`src/rtl/softmax_pkg.sv`:
```
// Shared constants for the softmax output path: default sizes, class-index width
// and the result-writer FSM state encoding.
package softmax_pkg;

    localparam int NUM_CLASS_DEF  = 10;
    localparam int DATA_WIDTH_DEF = 32;
    localparam int CIDX_W         = 4;

    localparam logic [0:0] ST_IDLE    = 1'b0;
    localparam logic [0:0] ST_COLLECT = 1'b1;

    typedef logic [CIDX_W-1:0] class_idx_t;

endpackage

```
`src/rtl/sync_fifo.sv`:
```
// Small synchronous FIFO with a simultaneous push/pop path when full; the read
// port holds the last popped word while empty.
module sync_fifo #(
    parameter int WIDTH = 40,
    parameter int DEPTH = 4
) (
    input  logic             clk,
    input  logic             rst_n,
    input  logic             push,
    input  logic [WIDTH-1:0] wr_data,
    input  logic             pop,
    output logic [WIDTH-1:0] rd_data,
    output logic             full,
    output logic             empty
);

    localparam int PTR_W = (DEPTH > 1) ? $clog2(DEPTH) : 1;

    logic [WIDTH-1:0] mem [DEPTH];
    logic [PTR_W-1:0] wr_ptr;
    logic [PTR_W-1:0] rd_ptr;
    logic [PTR_W:0]   count;
    logic [WIDTH-1:0] last_q;
    logic             do_push;
    logic             do_pop;

    assign empty   = (count == '0);
    assign full    = (count == (PTR_W+1)'(DEPTH));
    assign do_pop  = pop && !empty;
    // A pop in the same cycle frees the slot, so a push into a full FIFO is allowed then.
    assign do_push = push && (!full || do_pop);
    assign rd_data = empty ? last_q : mem[rd_ptr];

    always_ff @(posedge clk) begin
        if (do_push) begin
            mem[wr_ptr] <= wr_data;
        end
    end

    always_ff @(posedge clk) begin
        if (!rst_n) begin
            wr_ptr <= '0;
            rd_ptr <= '0;
            count  <= '0;
            last_q <= '0;
        end else begin
            if (do_push) begin
                wr_ptr <= wr_ptr + PTR_W'(1);
            end
            if (do_pop) begin
                rd_ptr <= rd_ptr + PTR_W'(1);
                last_q <= mem[rd_ptr];
            end
            count <= count + (PTR_W+1)'(do_push) - (PTR_W+1)'(do_pop);
        end
    end

endmodule

```
`src/rtl/softmax_result_writer.sv`:
```
// Turns softmax write strobes into addressed result words, queues them for the
// host, and tracks the argmax / max score of each completed frame.
module softmax_result_writer
    import softmax_pkg::*;
#(
    parameter int DATA_WIDTH = DATA_WIDTH_DEF,
    parameter int NUM_CLASS  = NUM_CLASS_DEF,
    parameter int ADDR_WIDTH = 8,
    parameter int FIFO_DEPTH = 4
) (
    input  logic                            clk,
    input  logic                            rst_n,
    input  logic                            valid_data,
    input  logic [3:0]                      sel_data,
    input  logic [NUM_CLASS*DATA_WIDTH-1:0] data_in,
    input  logic                            out_ready,
    output logic                            out_valid,
    output logic [DATA_WIDTH-1:0]           out_data,
    output logic [ADDR_WIDTH-1:0]           out_addr,
    output logic [3:0]                      argmax,
    output logic [DATA_WIDTH-1:0]           max_value,
    output logic                            done,
    output logic                            overflow_err,
    output logic                            sel_err
);

    localparam int WORD_W = DATA_WIDTH + ADDR_WIDTH;

    logic [0:0]                   state;
    logic [ADDR_WIDTH-1:0]        frame_base;
    logic signed [DATA_WIDTH-1:0] run_max;
    class_idx_t                   run_idx;

    logic                         in_range;
    logic                         accept;
    logic                         last_cls;
    class_idx_t                   k;
    logic signed [DATA_WIDTH-1:0] score;
    logic                         take_new;
    logic signed [DATA_WIDTH-1:0] next_max;
    class_idx_t                   next_idx;
    logic [ADDR_WIDTH-1:0]        wr_addr;
    logic [WORD_W-1:0]            rd_word;
    logic                         fifo_full;
    logic                         fifo_empty;
    logic                         pop;

    assign in_range = (sel_data != '0) && (sel_data <= CIDX_W'(NUM_CLASS));
    assign accept   = valid_data && in_range;
    assign k        = sel_data - CIDX_W'(1);
    assign last_cls = (k == CIDX_W'(NUM_CLASS - 1));
    assign wr_addr  = frame_base + ADDR_WIDTH'(k);

    always_comb begin
        score = '0;
        for (int i = 0; i < NUM_CLASS; i++) begin
            if (k == CIDX_W'(i)) begin
                score = data_in[i*DATA_WIDTH +: DATA_WIDTH];
            end
        end
    end

    // The first element of a frame always seeds the tracker; later ones win only when strictly larger.
    assign take_new = (state == ST_IDLE) || (score > run_max);
    assign next_max = take_new ? score : run_max;
    assign next_idx = take_new ? k : run_idx;

    assign out_valid = !fifo_empty;
    assign pop       = out_valid && out_ready;
    assign out_data  = rd_word[WORD_W-1 -: DATA_WIDTH];
    assign out_addr  = rd_word[ADDR_WIDTH-1:0];

    sync_fifo #(
        .WIDTH (WORD_W),
        .DEPTH (FIFO_DEPTH)
    ) u_fifo (
        .clk     (clk),
        .rst_n   (rst_n),
        .push    (accept),
        .wr_data ({score, wr_addr}),
        .pop     (pop),
        .rd_data (rd_word),
        .full    (fifo_full),
        .empty   (fifo_empty)
    );

    always_ff @(posedge clk) begin
        if (!rst_n) begin
            state        <= ST_IDLE;
            frame_base   <= '0;
            run_max      <= '0;
            run_idx      <= '0;
            argmax       <= '0;
            max_value    <= '0;
            done         <= 1'b0;
            overflow_err <= 1'b0;
            sel_err      <= 1'b0;
        end else begin
            done <= 1'b0;
            if (valid_data && !in_range) begin
                sel_err <= 1'b1;
            end
            if (accept && fifo_full && !pop) begin
                overflow_err <= 1'b1;
            end
            if (accept) begin
                if (last_cls) begin
                    argmax     <= next_idx;
                    max_value  <= next_max;
                    done       <= 1'b1;
                    frame_base <= frame_base + ADDR_WIDTH'(NUM_CLASS);
                    state      <= ST_IDLE;
                end else begin
                    run_max <= next_max;
                    run_idx <= next_idx;
                    state   <= ST_COLLECT;
                end
            end
        end
    end

endmodule

```
`config.mk`:
```
export PLATFORM = sky130hd
export DESIGN_NAME = softmax_result_writer
export DESIGN_NICKNAME = d
export VERILOG_FILES = /design/src/rtl/softmax_pkg.sv /design/src/rtl/sync_fifo.sv /design/src/rtl/softmax_result_writer.sv
export SDC_FILE = /design/constraint.sdc
export NUM_CORES = 1
export LEC_CHECK = 0
export BUFFER_PORTS_ARGS = -buffer_cell sky130_fd_sc_hd__buf_2
export CAP_MARGIN = 40
export CORE_ASPECT_RATIO = 2
export CORE_UTILIZATION = 30
export CTS_CLUSTER_SIZE = 8
export DETAILED_ROUTE_END_ITERATION = 7
export SLEW_MARGIN = 20
export SYNTH_ARGS = -nofsm -noshare
export SYNTH_HDL_FRONTEND = slang
export SYNTH_SLANG_ARGS = --single-unit
```
`constraint.sdc`:
```
create_clock -name clk -period 7.4 [get_ports clk]
set_clock_uncertainty 0.05 [all_clocks]
set_input_delay 0.37 -clock clk [delete_from_list [all_inputs] [get_ports clk]]
set_output_delay 0.37 -clock clk [all_outputs]
set_load 0.02 [all_outputs]
```
==> impl_metrics.toml <==
[status]
outcome = "complete, no violations"

[critical_path]
rr_startpoint = "run_max[31]"
cp.required_ns = 7.82
path_class = "input pin to register"
crit_chain = "buf_2 > inv_1 > ha_1 > nor3b_1 > a32oi_2 > nand2b_1 > o22ai_1 > a21oi_1 > a2bb2oi_1 > ha_1 > nand4_1 > nor4_1 > nand3_1 > or4_1 > o211ai_2 > buf_4 > nor2_1 > buf_4 > o2bb2ai_1"
cp.arrival_ns = 6.28
max_stage_delay_ns = 0.67
r2r_slack_ns = 4.09
reg2reg_depth = 11
slowest_stage = "a2bb2oi_1"
start_kind = "input pin"
end_kind = "register"
r2r-end = "run_max[16]"
path_max_fanout = 26

[cells_and_area]
final_nets = 2196
multi_input_area_um2 = 7100
area_delta_synth_final_pct = 26.6
final_core_util = 0.384
drive_gt1_frac = 0.327
fillCellCount = 5013
register_area_um2 = 7450

[clock_tree]
cts.sinks = 292
post_cts_buffers = 0
cts_tree = "built"
clock_latency_ns = 0.54
h-tree-depth = 2
clkTransAtPathRegs_ns = 0.05
cts_root_buffer = "clkbuf_16"
clock_path_buffers = 3
ctsHoldBuffers = 0
cts_resized = 0
numCtsBuffers = 42

[min_path]
hp-start = "sel_data[0]"
hp-class = "input pin to register"
min_to = "run_idx[0]"
whs_path_depth = 2

[synthesis]
muxShareOfSynthArea = 0.101
synth_nets = 1823
synth_top_family_by_area = "compound AO/OA/AOI/OAI gates"
synth.avg_cell_area_um2 = 10.5
synth_edf_count = 160
synthAdderAreaFrac = 0.0413
netlist_area_um2 = 15200
synth_xor_area_frac = 0.00979
syn_inst = 1446
synth_top_area_share = 0.316
yosys.area.top_type = "edfxtp_1"
ys_warn_count = 0
synthDistinctLibCells = 63
yosys-top-cells-area = "edfxtp_1 32%, dfxtp_1 17%, mux4_2 5.9%, nand2_1 4.8%, a21oi_1 4.1%"
synthArstFlopShare = 0
ys_top_cells_by_count = "196 x nand2_1, 160 x edfxtp_1, 132 x dfxtp_1"
synth_compound_area_frac = 0.211
synth-main-ff-cell = "edfxtp_1"
synth-simple-area-share = 0.102
ys_seq_elements = 292
yosysSeqAreaShare = 0.490
yosysMostFrequentCell = "nand2_1"

[power_and_ir_drop]
peakVddDrop_mv = 0.153
p_leak_nw = 7.63
p_per_area_nw_per_um2 = 281

[drt]
drtPass1Iterations = 6
drtIter0Drc = 969
wirelength_um = 60300
vias_per_cell = 5.48
drc = 0
antenna_left = 0
wire_per_inst_um = 24.0
num_vias = 13740

[timing]
finalCritPeriodShare = 0.792
final.setup.worst_slack_ns = 1.54
slew_headroom = 0.435
tightest_slew_ns = 0.848
fin_crit_ns = 5.86
hold_violations = 0
tns_ns = 0
fmax_mhz = 171
setup_viol = 0
slew_viol_final = 0
rsz0062_at_grt = "no"

[floorplan]
initial_core_util = 0.304
pin_count = 408
core-area_um2 = 50100
row_count = 116
die_width_um = 161
die_y_um = 320
die_area_um2 = 51600

[global_routing]
track_usage = 0.229
antenna_found_initial = 22
grt_pass1_wl_um = 87600
gr-total-overflow = 0
grt_max_degree = 73
grt_pass1_vias = 13944

[placement]
post-dp-hpwl_um = 47800
io_buffers = 407
gp_congestion = 0.966
pre_cts_ws_ns = 1.09

[job]
maxCapViolCount = 0
routing by layer:
| metal | GRT usage | part of all wire | vias up |
|---|---|---|---|
| met4 | 0.147 | 0.065 | 4 |
| li1 | - | - | 6272 |
| met2 | 0.406 | 0.51 | 694 |
| met3 | 0.0356 | 0.061 | 164 |
| met1 | 0.252 | 0.37 | 6606 |
| met5 | 0 | 0.00043 | - |
state kept, by name (all words and copies together), names as in the netlist, named ones only:
register / flops
state: 1
overflow_err: 1
u_fifo.mem: 160
run_idx: 4
u_fifo.last_q: 40
done: 1
u_fifo.wr_ptr: 2
run_max: 32
u_fifo.rd_ptr: 2
frame_base: 7
argmax: 4
max_value: 32
u_fifo.count: 3
sel_err: 1
through the flow:
stage	power, mW	std cells	hold WS [ns]	cell area, um^2
2_1_floorplan	3.04	1446	0.384	15200
3_3_place_gp	3.63	2417	0.389	17900
3_5_place_dp	3.68	2424	0.392	18000
4_1_cts	5.48	2498	0.0659	19200
5_1_grt	5.65	2505	0.102	19200
6_report	5.41	2508	0.0826	19300
cells in the final DEF, fill, tap and decap left out, types with 42 or more instances in the layout:
cell       Yosys  routed
a21oi_1      125     125
buf_2         27     407
clkbuf_16      0      42
dfxtp_1      132     130
edfxtp_1     160     160
ha_1          47      46
inv_1         50      50
nand2_1      196     196
nor2_1        45      44
o21ai_0       91      91
power breakdown:
part	internal, mW	total (mW)	switching (mW)
combinational	0.702	1.69	0.984
clock	1.09	1.79	0.694
sequential	1.87	1.94	0.0726
total	3.66	5.41	1.75
area by class of cell:
cell class / count / area share
antenna: 10 / 0.00130
clock buffer: 70 / 0.0601
clock inverter: 4 / 0.00331
inverter: 52 / 0.0101
multi-input combinational: 981 / 0.369
sequential: 292 / 0.387
tap: 649 / 0.0422
timing repair buffer: 450 / 0.127
worst max-delay path, delay by kind of cell:
| family | cells | cell delay [ns] |
|---|---|---|
| buffers and inverters | 4 | 0.91 |
| adders and majority gates | 2 | 0.63 |
| AOI/OAI and AO/OA | 6 | 1.75 |
| and+or+nand+nor | 7 | 2.58 |
kinds of logic (layout without fill, tap and decap cells):
group	after synthesis	after routing
compound gates	471	471
simple gates	346	346
flops	292	292
buf+inv	173	576
mux	98	98
fa+ha+maj	49	49
xor+xnor	17	17
other cells	0	10
worst max-delay path by stage:
stage / endpoint / slack [ns] / startpoint
2_1_floorplan: argmax[0] / 2.98 / sel_data[0]
3_3_place_gp: run_max[5] / 1.25 / sel_data[0]
3_5_place_dp: run_max[12] / 1.09 / sel_data[0]
4_1_cts: run_max[10] / 1.61 / sel_data[0]
5_1_grt: run_max[22] / 1.10 / sel_data[0]
6_report: run_max[16] / 1.54 / sel_data[0]
Power figures use the tool's default switching activity.
